[src/rtl/washer_pkg.sv]
// Shared definitions for the wash machine controller and its phase timer.
package washer_pkg;

  typedef enum logic [1:0] {
    LOAD_S  = 2'b00,
    LOAD_M  = 2'b01,
    LOAD_L  = 2'b10,
    LOAD_XL = 2'b11
  } load_e;

  localparam int unsigned CW_DEF        = 8;
  localparam int unsigned PRESCALE_DEF  = 1;
  localparam int unsigned T_DRAIN_DEF   = 1;
  localparam int unsigned T_FILL_DEF    = 2;
  localparam int unsigned T_RINSE_DEF   = 4;
  localparam int unsigned T_SPIN_DEF    = 7;
  localparam int unsigned T_WASH_S_DEF  = 2;
  localparam int unsigned T_WASH_M_DEF  = 4;
  localparam int unsigned T_WASH_L_DEF  = 8;
  localparam int unsigned T_WASH_XL_DEF = 12;

  // True when a duration is representable by a non-zero count of width cw.
  function automatic bit t_fits(input int unsigned t, input int unsigned cw);
    return (t >= 1) && (64'(t) <= ((64'(1) << cw) - 64'(1)));
  endfunction

endpackage

[src/rtl/washer_prescaler.sv]
// Divides enabled clock cycles into time ticks; pause holds the partial count.
module washer_prescaler #(
  parameter int unsigned PRESCALE = 1
) (
  input  logic clk,
  input  logic R,
  input  logic en,
  output logic tick
);

  // A 1-bit register that never leaves zero when PRESCALE=1; synthesis trims it.
  localparam int unsigned PW = (PRESCALE > 1) ? $clog2(PRESCALE) : 1;
  localparam logic [PW-1:0] PRE_LAST = PW'(PRESCALE - 1);

  logic [PW-1:0] pre_q, pre_d;
  logic          wrap;

  assign wrap = (pre_q == PRE_LAST);

  always_comb begin
    pre_d = pre_q;
    if (en) begin
      pre_d = wrap ? '0 : pre_q + PW'(1);
    end
  end

  always_ff @(posedge clk) begin
    if (R) begin
      pre_q <= '0;
    end else begin
      pre_q <= pre_d;
    end
  end

  assign tick = en & ~R & wrap;

endmodule

[src/rtl/washer_timer_gen.sv]
// Saturating elapsed-time counter per wash phase with threshold flags.
module washer_timer_gen
  import washer_pkg::*;
#(
  parameter int unsigned CW        = CW_DEF,
  parameter int unsigned PRESCALE  = PRESCALE_DEF,
  parameter int unsigned T_DRAIN   = T_DRAIN_DEF,
  parameter int unsigned T_FILL    = T_FILL_DEF,
  parameter int unsigned T_RINSE   = T_RINSE_DEF,
  parameter int unsigned T_SPIN    = T_SPIN_DEF,
  parameter int unsigned T_WASH_S  = T_WASH_S_DEF,
  parameter int unsigned T_WASH_M  = T_WASH_M_DEF,
  parameter int unsigned T_WASH_L  = T_WASH_L_DEF,
  parameter int unsigned T_WASH_XL = T_WASH_XL_DEF
) (
  input  logic          clk,
  input  logic          R,
  input  logic          en,
  input  logic [1:0]    load,
  output logic          Td,
  output logic          Tf,
  output logic          Tr,
  output logic          Ts,
  output logic          Tw,
  output logic          tick,
  output logic [CW-1:0] count,
  output logic          ovf
);

  if (CW < 3) begin : g_bad_cw
    $fatal(1, "washer_timer_gen: CW must be >= 3");
  end
  if (PRESCALE < 1) begin : g_bad_prescale
    $fatal(1, "washer_timer_gen: PRESCALE must be >= 1");
  end
  if (!t_fits(T_DRAIN, CW) || !t_fits(T_FILL, CW) || !t_fits(T_RINSE, CW) ||
      !t_fits(T_SPIN, CW) || !t_fits(T_WASH_S, CW) || !t_fits(T_WASH_M, CW) ||
      !t_fits(T_WASH_L, CW) || !t_fits(T_WASH_XL, CW)) begin : g_bad_t
    $fatal(1, "washer_timer_gen: every T_* must lie in 1..2^CW-1");
  end

  localparam logic [CW-1:0] CNT_MAX = '1;

  logic [CW-1:0] count_q, count_d;
  logic          ovf_q, ovf_d;
  load_e         load_q;
  logic [CW-1:0] wash_thr;
  logic          tick_c;

  washer_prescaler #(
    .PRESCALE(PRESCALE)
  ) u_prescaler (
    .clk  (clk),
    .R    (R),
    .en   (en),
    .tick (tick_c)
  );

  // Saturate rather than wrap; ovf latches once the top value is reached.
  always_comb begin
    count_d = count_q;
    ovf_d   = ovf_q;
    if (tick_c) begin
      if (count_q != CNT_MAX) begin
        count_d = count_q + CW'(1);
      end
      if (count_q >= (CNT_MAX - CW'(1))) begin
        ovf_d = 1'b1;
      end
    end
  end

  // Restart clears the run and re-latches the load size.
  always_ff @(posedge clk) begin
    if (R) begin
      count_q <= '0;
      ovf_q   <= 1'b0;
      load_q  <= load_e'(load);
    end else begin
      count_q <= count_d;
      ovf_q   <= ovf_d;
    end
  end

  always_comb begin
    wash_thr = CW'(T_WASH_S);
    case (load_q)
      LOAD_S:  wash_thr = CW'(T_WASH_S);
      LOAD_M:  wash_thr = CW'(T_WASH_M);
      LOAD_L:  wash_thr = CW'(T_WASH_L);
      LOAD_XL: wash_thr = CW'(T_WASH_XL);
      default: wash_thr = CW'(T_WASH_S);
    endcase
  end

  assign Td    = (count_q >= CW'(T_DRAIN));
  assign Tf    = (count_q >= CW'(T_FILL));
  assign Tr    = (count_q >= CW'(T_RINSE));
  assign Ts    = (count_q >= CW'(T_SPIN));
  assign Tw    = (count_q >= wash_thr);
  assign tick  = tick_c;
  assign count = count_q;
  assign ovf   = ovf_q;

endmodule

[config.mk]
export PLATFORM = sky130hd
export DESIGN_NAME = washer_timer_gen
export DESIGN_NICKNAME = d
export VERILOG_FILES = /design/src/rtl/washer_pkg.sv /design/src/rtl/washer_prescaler.sv /design/src/rtl/washer_timer_gen.sv
export SDC_FILE = /design/constraint.sdc
export NUM_CORES = 1
export LEC_CHECK = 0
export BUFFER_PORTS_ARGS = -buffer_cell sky130_fd_sc_hd__buf_2
export CAP_MARGIN = 20
export CORE_UTILIZATION = 28
export DETAILED_ROUTE_END_ITERATION = 16
export GPL_TIMING_DRIVEN = 0
export REMOVE_ABC_BUFFERS = 1
export SLEW_MARGIN = 20
export SYNTH_ARGS = -nofsm -noshare
export SYNTH_HDL_FRONTEND = slang
export SYNTH_SLANG_ARGS = --single-unit
[constraint.sdc]
create_clock -name clk -period 5.8 [get_ports clk]
set_clock_uncertainty 0.15 [all_clocks]
set_input_delay 1.74 -clock clk [delete_from_list [all_inputs] [get_ports clk]]
set_output_delay 1.74 -clock clk [all_outputs]
set_load 0.01 [all_outputs]
Word level (Yosys, flattened, before mapping)
Index checks and enable logic that the tools add are counted.

word-level totals
  output and inout bits = 15
  input bits = 5
  register bits = 12

cells by class
  add/subtract/negate cells = 2
  magnitude comparators = 6
  bitwise operators = 4
  equality and inequality tests = 4
  mux-type cells = 2
  reduce and logical (&&, ||, !) cells = 3

operators with widths
  cell                 number
  $pmux 8 s4           1
  $ge 8x3->1 const B   2
  $add 8x1->8 const B  1
  $ge 8x1->1 const B   1
  $ge 8x2->1 const B   1
  $ge 8x8->1           1
  $ge 8x8->1 const B   1
  $ne 8x8->1 const B   1
  $eq 2x2->1 const B   2
  $reduce_and 2->1     2
  $and 1x1->1          2
  $eq 2x1->1 const B   1
  $logic_not 2->1      1
  $not 1->1            2
  $add 1x1->1 const B  1
  $mux 1               1

Logic depth before layout (Yosys ltp)
  depth after elaboration = 4
  depth in mapped cells = 6

Hierarchy
A second synthesis with hierarchy kept.

second synthesis, totals
  cell total of the unflattened synthesis = 74
  area, all modules = 659.4 um2

modules (own cells, without submodules)
  module            instances  cells an instance  area each (um2)
  washer_timer_gen  1          73                 645.6
  washer_prescaler  1          1                  13.8

Least setup slack after synthesis
No wires, ideal clock.

  path kind = input -> output
  from = in en
  to = out tick
  slack = 1.764 ns
  data arrival time = 2.146 ns
  path buffers = 1
  data required time = 3.910 ns
  stages = 2
  cell sequence = buf_2 nor2b_1

on the way
  word-level cells in the longest chain between the ends = 2

ends and longest elaborated chain
  item                       RTL line                source
  start: declaration         washer_timer_gen.sv:18  input logic en,
  $and 1x1->1 (2 in series)  washer_prescaler.sv:35  assign tick = en & ~R & wrap;
  end: declaration           washer_timer_gen.sv:25  output logic tick,

No other way between the ends.

Worst setup path after layout
Same ends and word-level chain as after synthesis.

==> impl_metrics.yaml <==
status:
  outcome: "completed"
setup_path:
  required_ns: 3.91
  reg2reg_slack_ns: 4.06
  reg2reg_to: "count[1]"
  cp_max_fo: 9
  critPathLaunchType: "input port"
  worstSetupPathType: "in -> out"
  critPathLaunch: "en"
  r2r_start: "count[0]"
  worstPathArrival_ns: 2.26
  endpoint: "tick"
  cp-end-kind: "output port"
  rr_worst_depth: 5
logic_synthesis:
  ys_async_sr_fraction_pct: 0
  syn_avg_cell_area_sq_um: 8.71
  synth_top_flop_cell: "dfxtp_1"
  syn_area_sq_um: 697
  ys_warn_count: 0
  ys_ff_latch: 11
  synth.distinct_cells: 30
  yosysSeqAreaShare_pct: 34.5
  syn_inst: 80
  synth_edf_count: 2
cts:
  cts-root-buf: "clkbuf_4"
  path_clk_slew_ns: 0.07
  post-cts-setup-buffers: 0
  cts_buffers: 3
  cts_tree: "yes"
  cts_hold_buffers: 0
  insertion_delay_ns: 0.26
  clock_sinks: 11
  clockBufferDepth: 2
  cts_max_level: 1
  cts.repair.resized: 0
route:
  wl_um: 1460
  drt-pass1-iter-count: 4
  drtAntennaViolNets: 0
  num_vias: 629
  met3RoutedLength_um: 71
  post-route-drc-count: 0
  routed.top_layer: "met3"
  m1WireLength_um: 695
  wl_met2_um: 691
  viasPerCell: 4.99
  drt_iter0_drc: 5
  wl_per_cell_um: 11.6
finish:
  fill_cells: 230
  multi_input_area_sq_um: 409
  nets: 111
  drive_gt1_share_pct: 28.6
  antenna_cells: 0
  area.growth.synth_to_final_pct: 18.9
  seq_area_sq_um: 240
job:
  maxCapViolations: 0
sta:
  hold_viol: 0
  fmax_ghz: 0.241
  drv_slew: 0
  tightestPinTransition_ns: 0.378
  rsz0062_at_grt: "false"
  relSlewSlack_pct: 74.8
  hold-worst-slack_ns: 0.330
  post-route-min-period_ns: 4.15
  setup_tns_ns: 0
  final.period_utilization_pct: 71.6
  finalSetupViolations: 0
grt:
  grt.overflow.total: 0
  track_usage_pct: 12.2
  grt_pass1_vias: 589
  antenna_found_initial: 0
  grt_max_degree: 14
  grt_pass1_wl_um: 2480
floorplanning:
  initial_core_util_pct: 30.6
  die-area_sq_um: 2690
  die_w_um: 51.9
  design.core.area_sq_um: 2280
  die-height_um: 51.9
  rows: 17
  design.portCount: 20
pwr:
  power_frac_comb_pct: 15.5
  vdd_drop_max_mv: 0.102
  p_int_w: 0.000118
  power_switching_w: 0.0000395
  power.share.sequential_pct: 53.0
  power_w: 0.000157
  p_leak_nw: 0.388
  clkPwrFrac_pct: 31.5
  switching_share_pct: 25.1
  power.density_nw_per_um2: 190
placement:
  routabilityCongestion: 0.833
  dp_hpwl_um: 1130
  port_buffers: 19
worst_hold_path:
  hp-class: "reg -> reg"
==> layer usage <==
| metal | vias to the layer above | global-route usage, % |
|---|---|---|
| met5 | - | 0 |
| met4 | 0 | 2.70 |
| met3 | 0 | 2.63 |
| met2 | 14 | 20.7 |
| met1 | 292 | 15.6 |
| li1 | 323 | - |
==> worst max-delay path: stages <==
cell	delay, ns
buf_2	0.18
nor2b_1	0.19
buf_2	0.15
==> power by group through the flow <==
stage / sequential [W] / combinational, W / clock [W]
6_report: 0.0000834 / 0.0000243 / 0.0000496
5_1_grt: 0.0000838 / 0.0000280 / 0.0000542
4_1_cts: 0.0000834 / 0.0000247 / 0.0000516
3_5_place_dp: 0.0000852 / 0.0000248 / 0
3_3_place_gp: 0.0000850 / 0.0000238 / 0
2_1_floorplan: 0.0000853 / 0.0000137 / 0
==> worst min-delay path by stage <==
stage               start  end  slack (ns)  depth (start not counted)
floorplan             ovf  ovf        0.35                          2
global placement      ovf  ovf        0.30                          2
detailed placement    ovf  ovf        0.31                          2
CTS                   ovf  ovf        0.33                          2
global route          ovf  ovf        0.38                          2
finish                ovf  ovf        0.33                          2
==> registers in the layout, indices dropped and copies added, names as in the netlist <==
signal,count
load_q,2
count,8
ovf,1
==> cell families after synthesis <==
group / count (synthesis) / synth area share, %
simple gates: 32 / 26.4
compound gates: 17 / 17.2
buf+inv: 11 / 6.82
flops: 11 / 34.5
fa+ha+maj: 7 / 12.6
xor+xnor: 2 / 2.51
==> Yosys cell counts (2+ instances only) <==
| master | number | area share, % |
|---|---|---|
| xnor2_1 | 2 | 2.5 |
| edfxtp_1 | 2 | 8.6 |
| buf_2 | 4 | 2.9 |
| nor2_1 | 8 | 4.3 |
| o21ai_0 | 3 | 2.2 |
| nor3_1 | 3 | 2.2 |
| inv_1 | 6 | 3.2 |
| nand4_1 | 3 | 2.7 |
| nor3_2 | 2 | 2.9 |
| nand3b_1 | 2 | 2.2 |
| nand2_1 | 6 | 3.2 |
| a21oi_1 | 3 | 2.2 |
| a31oi_1 | 2 | 1.8 |
| ha_1 | 7 | 13 |
| a211oi_1 | 2 | 2.2 |
| nand3_1 | 2 | 1.4 |
| dfxtp_1 | 9 | 26 |
| a211o_1 | 2 | 2.5 |
==> cell usage in the layout (no fill, tap or decap), drive strengths merged, types with 2 or more instances in the layout <==
cell,instances
a31oi,2
nor3,5
dfxtp,9
xnor2,2
inv,6
nor2,8
buf,19
clkbuf,4
ha,7
nand3,2
a211o,2
nand4,3
edfxtp,2
o21ai,3
a211oi,3
a21oi,3
nand2,6
nand3b,2
==> area by class of cell <==
cell class,instances,share of cell area [%]
multi-input combinational,58,49.4
sequential,11,29.0
timing repair buffer,19,11.5
tap,28,4.23
clock buffer,4,3.17
inverter,6,2.72
==> per-stage QoR <==
step	worst slack [ns]	area [sq um]	utilization (%)	cells
after global placement	1.68	802	35.2	122
final	1.65	828	36.4	126
after global routing	1.59	828	36.4	126
after CTS	1.66	828	36.4	126
after detailed placement	1.66	802	35.2	122
after floorplan	1.94	672	-	75
(Power assumes the default switching activity.)
